**config.mk**
```make
export PLATFORM = sky130hd
export DESIGN_NAME = inst_fetch
export DESIGN_NICKNAME = d
export VERILOG_FILES = /design/src/rtl/inst_fetch.sv
export SDC_FILE = /design/constraint.sdc
export NUM_CORES = 1
export LEC_CHECK = 0
export BUFFER_PORTS_ARGS = -buffer_cell sky130_fd_sc_hd__buf_4
export CELL_PAD_IN_SITES_DETAIL_PLACEMENT = 1
export CELL_PAD_IN_SITES_GLOBAL_PLACEMENT = 1
export CORE_ASPECT_RATIO = 1.5
export CORE_MARGIN = 1.5
export CORE_UTILIZATION = 43
export CTS_CLUSTER_DIAMETER = 40
export DETAILED_ROUTE_END_ITERATION = 8
export GPL_TIMING_DRIVEN = 0
export PLACE_DENSITY_LB_ADDON = 0.25
export SLEW_MARGIN = 20
export SYNTH_ARGS = -nofsm -noshare
export SYNTH_HDL_FRONTEND = slang
export SYNTH_SLANG_ARGS = --single-unit
```
**constraint.sdc**
```tcl
create_clock -name clk -period 4.7 [get_ports clk]
set_input_delay 0.235 -clock clk [delete_from_list [all_inputs] [get_ports clk]]
set_output_delay 0.235 -clock clk [all_outputs]
set_load 0.02 [all_outputs]
```
**src/rtl/inst_fetch.sv**
```systemverilog
// ----------------------------------------------------------------------------
// inst_fetch
//
// Instruction fetch stage between the PC unit and the decoder. It samples the
// fetch address when idle and issues one instruction-memory request at a time
// over a req/ack handshake. Returned words are buffered together with their PC
// in a small FIFO and presented to decode with valid/ready. A taken branch
// (flush) empties the buffer and discards any word still in flight.
//
// Parameters:
//   WIDTH  address / instruction width
//   DEPTH  instruction buffer entries (power of 2, minimum 2)
//
// Ports:
//   clk              clock, all state updates on the rising edge
//   rst              asynchronous reset, active low
//   pc_in            fetch address from the PC unit
//   pc_advance       one-cycle pulse telling the PC unit to step by 4
//   flush            taken branch/jump, the PC unit loads its target
//   imem_req         memory request, held until imem_ack
//   imem_addr        word-aligned request address, stable while imem_req=1
//   imem_ack         memory read data valid, completes the request
//   imem_rdata       instruction word returned with imem_ack
//   inst_valid       buffer head is valid
//   inst_ready       decode accepts the head entry
//   inst_out         head instruction word (0 when empty)
//   inst_pc          PC of the head instruction (0 when empty)
//   fetch_misaligned sticky misaligned-fetch flag (only with the macro below)
//
// Build option:
//   INST_FETCH_MISALIGN_TRAP_EN  when defined, a fetch address with non-zero
//   low bits raises fetch_misaligned instead of issuing; the flag blocks
//   further fetches until the next flush. When undefined, the low two address
//   bits are simply forced to zero.
// ----------------------------------------------------------------------------
module inst_fetch #(
    parameter int WIDTH = 32,
    parameter int DEPTH = 2
) (
    input  logic             clk,
    input  logic             rst,
    input  logic [WIDTH-1:0] pc_in,
    output logic             pc_advance,
    input  logic             flush,
    output logic             imem_req,
    output logic [WIDTH-1:0] imem_addr,
    input  logic             imem_ack,
    input  logic [WIDTH-1:0] imem_rdata,
    output logic             inst_valid,
    input  logic             inst_ready,
    output logic [WIDTH-1:0] inst_out,
    output logic [WIDTH-1:0] inst_pc
`ifdef INST_FETCH_MISALIGN_TRAP_EN
    ,
    output logic             fetch_misaligned
`endif
);

    localparam int PTR_W = (DEPTH > 1) ? $clog2(DEPTH) : 1;
    localparam int CNT_W = PTR_W + 1;

    typedef enum logic [1:0] {
        IDLE,
        REQ,
        DROP
    } state_t;

    state_t state, state_next;

    logic [PTR_W-1:0] wr_ptr, rd_ptr;
    logic [CNT_W-1:0] count;
    logic [WIDTH-1:0] buf_inst [DEPTH];
    logic [WIDTH-1:0] buf_pc   [DEPTH];

    logic has_room;
    logic issue_allowed;
    logic issue;
    logic push;
    logic pop;

    assign has_room = (count < CNT_W'(DEPTH));

`ifdef INST_FETCH_MISALIGN_TRAP_EN
    logic misaligned_q;
    logic pc_low_bad;
    logic trap;

    assign pc_low_bad    = (pc_in[1:0] != 2'b00);
    assign issue_allowed = !misaligned_q && !pc_low_bad;
    // Trap fires exactly where an issue would otherwise have happened.
    assign trap = (state == IDLE) && !flush && has_room && !misaligned_q && pc_low_bad;

    always_ff @(posedge clk or negedge rst) begin
        if (!rst) begin
            misaligned_q <= 1'b0;
        end else if (flush) begin
            misaligned_q <= 1'b0;
        end else if (trap) begin
            misaligned_q <= 1'b1;
        end
    end

    assign fetch_misaligned = misaligned_q;
`else
    // The low two address bits are dropped by alignment.
    logic unused_pc_low;
    assign unused_pc_low = &{1'b0, pc_in[1:0]};
    assign issue_allowed = 1'b1;
`endif

    // State register plus the registered request address and advance pulse.
    always_ff @(posedge clk or negedge rst) begin
        if (!rst) begin
            state      <= IDLE;
            pc_advance <= 1'b0;
            imem_addr  <= '0;
        end else begin
            state      <= state_next;
            pc_advance <= issue;
            if (issue) begin
                imem_addr <= {pc_in[WIDTH-1:2], 2'b00};
            end
        end
    end

    // Next-state logic. A flush while waiting does not retract the request;
    // DROP waits for the ack and throws the word away.
    always_comb begin
        state_next = state;
        issue      = 1'b0;
        push       = 1'b0;
        case (state)
            IDLE: begin
                if (!flush && has_room && issue_allowed) begin
                    issue      = 1'b1;
                    state_next = REQ;
                end
            end
            REQ: begin
                if (imem_ack) begin
                    push       = !flush;
                    state_next = IDLE;
                end else if (flush) begin
                    state_next = DROP;
                end
            end
            DROP: begin
                if (imem_ack) begin
                    state_next = IDLE;
                end
            end
            default: state_next = IDLE;
        endcase
    end

    // Request is outstanding in both REQ and DROP, so reset drops it at once.
    assign imem_req = (state != IDLE);

    assign pop = inst_valid && inst_ready && !flush;

    // FIFO pointers and occupancy; flush wins over a simultaneous push or pop.
    always_ff @(posedge clk or negedge rst) begin
        if (!rst) begin
            wr_ptr <= '0;
            rd_ptr <= '0;
            count  <= '0;
        end else if (flush) begin
            wr_ptr <= '0;
            rd_ptr <= '0;
            count  <= '0;
        end else begin
            if (push) begin
                wr_ptr <= wr_ptr + 1'b1;
            end
            if (pop) begin
                rd_ptr <= rd_ptr + 1'b1;
            end
            case ({push, pop})
                2'b10:   count <= count + 1'b1;
                2'b01:   count <= count - 1'b1;
                default: count <= count;
            endcase
        end
    end

    // Buffer storage needs no reset; the outputs are gated by inst_valid.
    always_ff @(posedge clk) begin
        if (push) begin
            buf_inst[wr_ptr] <= imem_rdata;
            buf_pc[wr_ptr]   <= imem_addr;
        end
    end

    assign inst_valid = (count != '0);
    assign inst_out   = inst_valid ? buf_inst[rd_ptr] : '0;
    assign inst_pc    = inst_valid ? buf_pc[rd_ptr]   : '0;

endmodule

```
==> results.json, run 1 <==
{
  "cp_slowest_cell": "sky130_fd_sc_hd__nor2_1",
  "final-seq-area_mm2": 0.004649,
  "crit_path_max_fanout": 10,
  "grt_antenna_before_repair": 0,
  "gr-usage-all-layers_pct": 19.41,
  "power_density_mw_per_mm2": 404.2,
  "cts_buffer_depth": 2,
  "synth.distinct_cells": 29,
  "min-delay-start": "pc_in[18]",
  "synthesis.yosys.warnings": 0,
  "fin_skew_ns": 0.008766,
  "cts_tree": "done",
  "yosys_register_bits": 161,
  "timing.final.ws_setup_ns": 2.140,
  "tightest_slew_ns": 0.7615,
  "dp.final_hpwl_mm": 9.922,
  "worst_path_most_repeated_cell": "sky130_fd_sc_hd__nor2_1",
  "syn-cell-area_mm2": 0.006262,
  "detailedRoute.firstIterationViolations": 138,
  "final_cells": 792,
  "critical-path-top-delay-family": "buffers and inverters",
  "detail_route.first_pass.iterations": 5,
  "n_antenna_cell": 0,
  "detail_route.drc_violations": 0,
  "fraction_of_layout_instances_using_a_drive_strength_above_1_pct": 42.17,
  "timing.critical_path.from": "count[1]$_DFFE_PN0P_",
  "critical_path.max_stage_delay_ns": 0.60,
  "fin_nets": 656,
  "final_util_pct": 61.84,
  "fillerInstances": 1327,
  "syn_inst": 367,
  "max_slew_headroom_pct": 49.05,
  "clock-root-buffer": "sky130_fd_sc_hd__clkbuf_16",
  "first_global_vias": 4049,
  "clock_sinks": 161,
  "die_y_um": 150.8,
  "postPlaceCellArea_mm2": 0.007823,
  "dp_worst_setup_slack_ns": 2.507,
  "numPlacedInstances": 726,
  "holdCritPathClass": "in -> reg",
  "final.period_utilization_pct": 54.48,
  "timing.fmax_ghz": 0.3906,
  "worst_path_cell_trace": "buf_2 > nor2_1 > clkbuf_1 > nor2_1 > buf_4",
  "peakVddDrop_mv": 0.2762,
  "cp-start-kind": "register",
  "finalMaxSlewViolations": 0,
  "worst_skew_pair.late_latency_ns": 0.42,
  "outcome": "complete, no violations",
  "timing.final.hold_violations": 0,
  "finalSetupViolations": 0,
  "tritoncts_buffers": 17,
  "crit_required_ns": 4.47,
  "final_period_minus_worst_setup_slack_ns": 2.560,
  "multi_input_gate_area_mm2": 0.001489,
  "design_area_mm2": 0.008735,
  "floorplan.io_pins": 168,
  "fp-row-count": 53,
  "sequential_to_total_area_share_from_yosys_stat_pct": 74.25,
  "post_drt_via_cell_ratio": 4.750,
  "p_leak_uw": 0.003456,
  "htree_num_levels": 4,
  "initial_util_pct": 44.34,
  "place.port_buffers": 160,
  "r2r_start": "state[1]$_DFFE_PN0P_",
  "route.final.wire_length_mm": 14.44,
  "max-cap-violations": 0,
  "crit_type": "reg -> out",
  "worst_hold_margin_ns": 0.04305,
  "endpoint_kind": "output pin",
  "grt_pass1_wl_mm": 21.70,
  "route.detailed.wl_per_inst_um": 18.24,
  "die_area_mm2": 0.01531,
  "gp_routability_congestion": 0.7278,
  "clkTransAtPathRegs_ns": 0.07,
  "syn_area_per_cell_um2": 17.06,
  "route.antenna.remaining_nets": 0,
  "floorplan.die.width_um": 101.5,
  "worst_ep_arrival_time_ns": 2.33,
  "rsz0062_at_grt": "no",
  "core_mm2": 0.01412,
  "area_growth_pct": 39.48,
  "global_route.overflow_total": 0,
  "critPathBufInv": 3,
  "vias": 3762,
  "grt_start_max_net_pins": 43
}
-- sequential cells by signal, indices dropped and copies added (netlist names) --
name        cells
pc_advance      1
rd_ptr          1
count           2
buf_pc         60
state           2
buf_inst       64
imem_addr      30
wr_ptr          1
-- what timing repair did --
action,4_1_cts,5_1_grt
hold endpoints to repair,102,0
setup buffers,0,0
resized for setup,0,0
hold buffers,34,0
-- cells in the final DEF, fill, tap and decap left out, types with 3 or more instances in the layout --
cell,instances
sky130_fd_sc_hd__clkbuf_16,18
sky130_fd_sc_hd__dfrtp_1,37
sky130_fd_sc_hd__nor2_1,66
sky130_fd_sc_hd__dlygate4sd3_1,34
sky130_fd_sc_hd__clkinv_4,4
sky130_fd_sc_hd__inv_6,5
sky130_fd_sc_hd__mux2i_1,63
sky130_fd_sc_hd__inv_8,3
sky130_fd_sc_hd__conb_1,4
sky130_fd_sc_hd__edfxtp_1,124
sky130_fd_sc_hd__buf_2,14
sky130_fd_sc_hd__mux2_4,20
sky130_fd_sc_hd__buf_6,3
sky130_fd_sc_hd__mux2_2,11
sky130_fd_sc_hd__buf_4,164
sky130_fd_sc_hd__buf_16,3
-- logic make-up (layout without fill, tap and decap cells) --
kind of cell           Yosys count  after routing  share of synthesized area [%]
flip-flops                     161            161                          74.25
multiplexers                    94             94                          16.84
AND/OR/NAND/NOR                 78             78                          5.495
buffers and inverters           24            254                          2.318
AO/OA/AOI/OAI                    8              8                         0.8992
other                            1              4                        0.05988
XOR/XNOR                         1              1                         0.1399
-- routing by layer --
metal / wire length (um) / track usage (%) / vias to the layer above / part of all wire [%]
li1: - / - / 1782 / -
met1: 5619 / 21.77 / 1836 / 39
met2: 7883 / 34.80 / 118 / 55
met3: 601 / 4.569 / 26 / 4.2
met4: 339 / 8.264 / 0 / 2.3
met5: 0 / 0 / - / 0
-- final cells by class --
type	count	area share, %
clock buffer	19	5.200
multi-input combinational	185	17.05
buffer	22	1.576
sequential	161	53.23
clock inverter	13	1.347
inverter	2	0.08595
timing repair buffer	198	18.77
tap	192	2.750
-- worst paths after layout --
check | to | slack, ns | depth (start not counted)
worst max-delay path | inst_out[23] | 2.14 | 5
worst min-delay path | imem_addr[18]$_DFFE_PN0P_ | 0.04 | 2
worst max register to register | buf_inst[0][7]$_DFFE_PP_ | 2.61 | 4
worst min register to register | buf_pc[0][29]$_DFFE_PP_ | 0.50 | 0
max in group asynchronous | imem_addr[25]$_DFFE_PN0P_ | 4.00 | 2
min in group asynchronous | imem_addr[2]$_DFFE_PN0P_ | 0.32 | 2
-- Yosys cell counts --
cell	n	area, um^2
sky130_fd_sc_hd__inv_1	2	7.510
sky130_fd_sc_hd__clkbuf_1	1	3.750
sky130_fd_sc_hd__edfxtp_1	124	3724
sky130_fd_sc_hd__conb_1	1	3.750
sky130_fd_sc_hd__dfrtp_1	37	925.9
sky130_fd_sc_hd__a41oi_1	1	8.760
sky130_fd_sc_hd__nand4bb_1	1	11.26
sky130_fd_sc_hd__and4bb_2	1	12.51
sky130_fd_sc_hd__or3_1	1	6.260
sky130_fd_sc_hd__nand2b_1	1	6.260
sky130_fd_sc_hd__nand3b_1	1	7.510
sky130_fd_sc_hd__a21boi_1	1	7.510
sky130_fd_sc_hd__buf_6	3	33.78
sky130_fd_sc_hd__mux2i_1	63	630.6
sky130_fd_sc_hd__and2b_1	1	7.510
sky130_fd_sc_hd__and2_1	1	6.260
sky130_fd_sc_hd__o21ai_0	2	10.01
sky130_fd_sc_hd__a21oi_1	2	10.01
sky130_fd_sc_hd__mux2_4	20	300.3
sky130_fd_sc_hd__buf_4	4	30.03
sky130_fd_sc_hd__mux2_2	11	123.9
sky130_fd_sc_hd__a2111oi_0	1	8.760
sky130_fd_sc_hd__xor2_1	1	8.760
sky130_fd_sc_hd__nor2_1	67	251.5
sky130_fd_sc_hd__nand2_1	2	7.510
sky130_fd_sc_hd__buf_2	14	70.07
sky130_fd_sc_hd__or2_2	1	6.260
sky130_fd_sc_hd__nor4_4	1	21.27
sky130_fd_sc_hd__o221a_2	1	11.26
-- metrics by stage --
step / power (uW) / TNS (ns)
after floorplan: 1987 / 0
after global placement: 2199 / -35.45
after global routing: 3650 / 0
after CTS: 3575 / 0
final: 3530 / 0
after detailed placement: 2229 / 0
-- where the power goes --
part / leakage (uW) / internal (uW) / total [uW] / switching [uW]
sequential: 0.00157 / 1650 / 1720 / 75.1
clock: 0.000284 / 729 / 1310 / 585
combinational: 0.00161 / 255 / 496 / 241
-- worst reg2reg max path: stages, from the launching register on --
cell	delay, ns
sky130_fd_sc_hd__dfrtp_1	0.47
sky130_fd_sc_hd__nand4bb_1	0.35
sky130_fd_sc_hd__nor2_4	0.54
sky130_fd_sc_hd__buf_16	0.24
sky130_fd_sc_hd__buf_8	0.19
Note: power is estimated with default switching activity, not from simulation.
==> run 2: changes to the inputs <==
--- a/config.mk
+++ b/config.mk
@@ -5,12 +5,13 @@
 export SDC_FILE = /design/constraint.sdc
 export NUM_CORES = 1
 export LEC_CHECK = 0
+export ABC_AREA = 1
 export BUFFER_PORTS_ARGS = -buffer_cell sky130_fd_sc_hd__buf_4
 export CELL_PAD_IN_SITES_DETAIL_PLACEMENT = 1
 export CELL_PAD_IN_SITES_GLOBAL_PLACEMENT = 1
 export CORE_ASPECT_RATIO = 1.5
 export CORE_MARGIN = 1.5
-export CORE_UTILIZATION = 43
+export CORE_UTILIZATION = 41
 export CTS_CLUSTER_DIAMETER = 40
 export DETAILED_ROUTE_END_ITERATION = 8
 export GPL_TIMING_DRIVEN = 0
==> constraint.sdc (replaced) <==
create_clock -name clk -period 2.68 [get_ports clk]
set_input_delay 0.134 -clock clk [delete_from_list [all_inputs] [get_ports clk]]
set_output_delay 0.134 -clock clk [all_outputs]
set_load 0.02 [all_outputs]
==> run 2 against run 1 <==
Against the previous run: via count up 27%; clock power up 82%; non-clock buffer count up 40; utilization down 0.39 points; register-to-register slack worse by 1.8 ns; flip-flop and latch count unchanged; area after synthesis down 1.7%; die area up 3.0%; global-route usage up 3.9 points; routed wire length up 21%; critical endpoint is now inst_pc[28]; largest cell class unchanged; largest power group unchanged; highest routed layer unchanged.
==> results.json, run 2 <==
{
  "outcome": "complete, no violations",
  "endpoint_kind": "output pin",
  "route.antenna.remaining_nets": 0,
  "post_drt_via_cell_ratio": 4.867,
  "timing.final.hold_violations": 0,
  "synth_commonest_cells": "sky130_fd_sc_hd__nand2_1 (230), sky130_fd_sc_hd__edfxtp_1 (124), sky130_fd_sc_hd__a21oi_1 (65)",
  "rsz0062_at_grt": "no",
  "largest_register_ffs": 64,
  "ff2ff_setup_slack_ns": 0.82,
  "synth_enable_flop_cells": 124,
  "p_leak_uw": 0.003856,
  "crit_type": "reg -> out",
  "synth.largest_area_cell": "sky130_fd_sc_hd__edfxtp_1",
  "synth-async-reset-ratio_pct": 22.98,
  "power_frac_clock_pct": 29.7,
  "synth-main-ff-cell": "sky130_fd_sc_hd__edfxtp_1",
  "synth.top_cells.by_area": "sky130_fd_sc_hd__edfxtp_1 (61%), sky130_fd_sc_hd__dfrtp_1 (15%), sky130_fd_sc_hd__nand2_1 (14%)",
  "met3_usage_pct": 5.304,
  "internal-power_uw": 5223,
  "route.final.wire_length_mm": 17.52,
  "r2r_start": "state[0]$_DFFE_PN0P_",
  "mostFrequentLayoutCell": "sky130_fd_sc_hd__nand2_1",
  "seqPwrFrac_pct": 41.6,
  "cts_tree": "done",
  "fraction_of_layout_instances_using_a_drive_strength_above_1_pct": 29.34,
  "peakVddDrop_mv": 0.5075,
  "floorplan.die.width_um": 103.0,
  "power.total_uw": 8040,
  "final_util_pct": 61.45,
  "final_period_minus_worst_setup_slack_ns": 2.053,
  "gp_routability_congestion": 0.8055,
  "top_register": "buf_inst",
  "worst_skew_pair.late_latency_ns": 0.43,
  "swShare_pct": 35.03,
  "grt_use_met2_pct": 44.67,
  "timing.fmax_ghz": 0.4870,
  "gr-usage-all-layers_pct": 23.31,
  "power.share.combinational_pct": 28.6,
  "detail_route.drc_violations": 0,
  "detail_route.first_pass.iterations": 4,
  "final_cells": 980,
  "worst_r2r_endpoint": "buf_pc[0][0]$_DFFE_PP_",
  "fin_nets": 840,
  "sequential_to_total_area_share_from_yosys_stat_pct": 75.56,
  "global_route.overflow_total": 0,
  "power_density_mw_per_mm2": 896.5,
  "global_route.usage.met1_pct": 23.14,
  "worst_ep_arrival_time_ns": 1.92,
  "detailedRoute.firstIterationViolations": 204,
  "grt.busiest_layer": "met2",
  "cp-start-kind": "register",
  "worst_hold_margin_ns": 0.2313,
  "crit_path_max_fanout": 10,
  "final.period_utilization_pct": 76.62,
  "die_area_mm2": 0.01577,
  "netlist.area_leader.share_pct": 60.51,
  "syn-cell-area_mm2": 0.006153,
  "route.detailed.wl_per_inst_um": 17.88,
  "clock-root-buffer": "sky130_fd_sc_hd__clkbuf_16",
  "tightest_slew_ns": 0.6386,
  "dp_worst_setup_slack_ns": 0.8224,
  "grt_antenna_before_repair": 0,
  "fp-row-count": 54,
  "cts_resized": 0,
  "tritoncts_buffers": 17,
  "worstRegToRegCells": 5,
  "switching_power_uw": 2817,
  "grt_start_max_net_pins": 38,
  "dp.final_hpwl_mm": 11.36,
  "finalSetupViolations": 0,
  "holdCritPathClass": "in -> async",
  "timing.final.ws_setup_ns": 0.6266,
  "floorplan.io_pins": 168,
  "clkTransAtPathRegs_ns": 0.07,
  "syn_area_per_cell_um2": 11.86,
  "vias": 4770,
  "initial_util_pct": 42.16,
  "die_y_um": 153.0,
  "numPlacedInstances": 883,
  "place.port_buffers": 161,
  "clock_sinks": 161,
  "syn_inst": 519,
  "fillerInstances": 1533,
  "fin_skew_ns": 0.01366,
  "max_slew_headroom_pct": 57.33,
  "synth.most_common_cell": "sky130_fd_sc_hd__nand2_1",
  "max-cap-violations": 0,
  "grt_pass1_wl_mm": 27.38,
  "finalMaxSlewViolations": 0,
  "cts_buffer_depth": 2,
  "htree_num_levels": 4,
  "largest_registers": "buf_inst (64), buf_pc (60), imem_addr (30)",
  "highest_count_cells_in_the_layout_ignoring_fill_and_taps": "sky130_fd_sc_hd__nand2_1 (230), sky130_fd_sc_hd__buf_4 (166), sky130_fd_sc_hd__edfxtp_1 (124), sky130_fd_sc_hd__a21oi_1 (65), sky130_fd_sc_hd__dlygate4sd3_1 (65)",
  "area_growth_pct": 45.75,
  "crit_required_ns": 2.55,
  "n_antenna_cell": 0,
  "yosys_register_bits": 161,
  "synth.distinct_cells": 21,
  "first_global_vias": 5491,
  "core_mm2": 0.01459,
  "synthesis.yosys.warnings": 0
}
[run 2: cell types whose count changed after synthesis, moves of 9 or more]
cell,previous run,this run
sky130_fd_sc_hd__mux2_2,11,0
sky130_fd_sc_hd__mux2_4,20,0
sky130_fd_sc_hd__nand2_1,2,230
sky130_fd_sc_hd__nor2_1,67,7
sky130_fd_sc_hd__inv_1,2,11
sky130_fd_sc_hd__mux2i_1,63,0
sky130_fd_sc_hd__a21oi_1,2,65
[run 2: how the worst max path moves through the flow]
stage,end,slack (ns),start,cells after the start
finish,inst_pc[28],0.63,rd_ptr$_DFFE_PN0P_,5
global placement,buf_inst[0][27]$_DFFE_PP_,-0.90,state[1]$_DFFE_PN0P_,3
CTS,inst_pc[17],0.57,rd_ptr$_DFFE_PN0P_,6
global route,inst_out[21],0.53,rd_ptr$_DFFE_PN0P_,6
floorplan,buf_inst[0][0]$_DFFE_PP_,-0.002,state[1]$_DFFE_PN0P_,3
detailed placement,buf_inst[0][27]$_DFFE_PP_,0.82,state[0]$_DFFE_PN0P_,5
[run 2: worst max-delay path, stage by stage, from the launching register on]
cell	delay, ns
sky130_fd_sc_hd__dfrtp_1	0.32
sky130_fd_sc_hd__buf_4	0.17
sky130_fd_sc_hd__clkbuf_1	0.40
sky130_fd_sc_hd__nand2_1	0.15
sky130_fd_sc_hd__a21oi_1	0.27
sky130_fd_sc_hd__buf_4	0.19
[run 2: per-layer routing]
layer / share of wire [%] / wire, um / vias up
met4: 2.1 / 371 / 0
met5: 0 / 0 / -
met3: 4.5 / 792 / 26
met2: 58 / 10220 / 136
met1: 35 / 6135 / 2369
li1: - / - / 2239
[run 2: area by class of cell]
type	instances	area [um^2]	area share, %
inverters	13	48.80	0.5441
clock inverters	15	163.9	1.828
flip-flops and latches	161	4649	51.84
well taps	196	245.2	2.734
multi-input cells	318	1319	14.70
plain buffers	30	162.7	1.814
clock buffers	17	425.4	4.743
repair buffers	230	1954	21.79
[run 2: power groups by stage]
stage	registers, uW	logic, uW	clock network, uW
global placement	3350	2130	0
global route	3370	2490	2520
finish	3350	2300	2390
floorplan	3540	959	0
CTS	3340	2310	2420
detailed placement	3380	2210	0
[run 2: cells by family after synthesis]
kind of cell	share of synthesized area (%)
flops	75.56
buf+inv	3.436
other cells	0.06094
compound gates	5.693
simple gates	15.25
[run 2: what timing repair did]
item | CTS | global route
endpoints found under the hold margin | 133 | 0
hold buffers | 65 | 0
buffers inserted | 0 | 0
[run 2: per-stage QoR]
step	TNS, ns	area (um^2)
after global placement	-110.90	7624
after detailed placement	0	7729
after global routing	0	8969
after CTS	0	8969
final	0	8969
after floorplan	-0.1078	6170
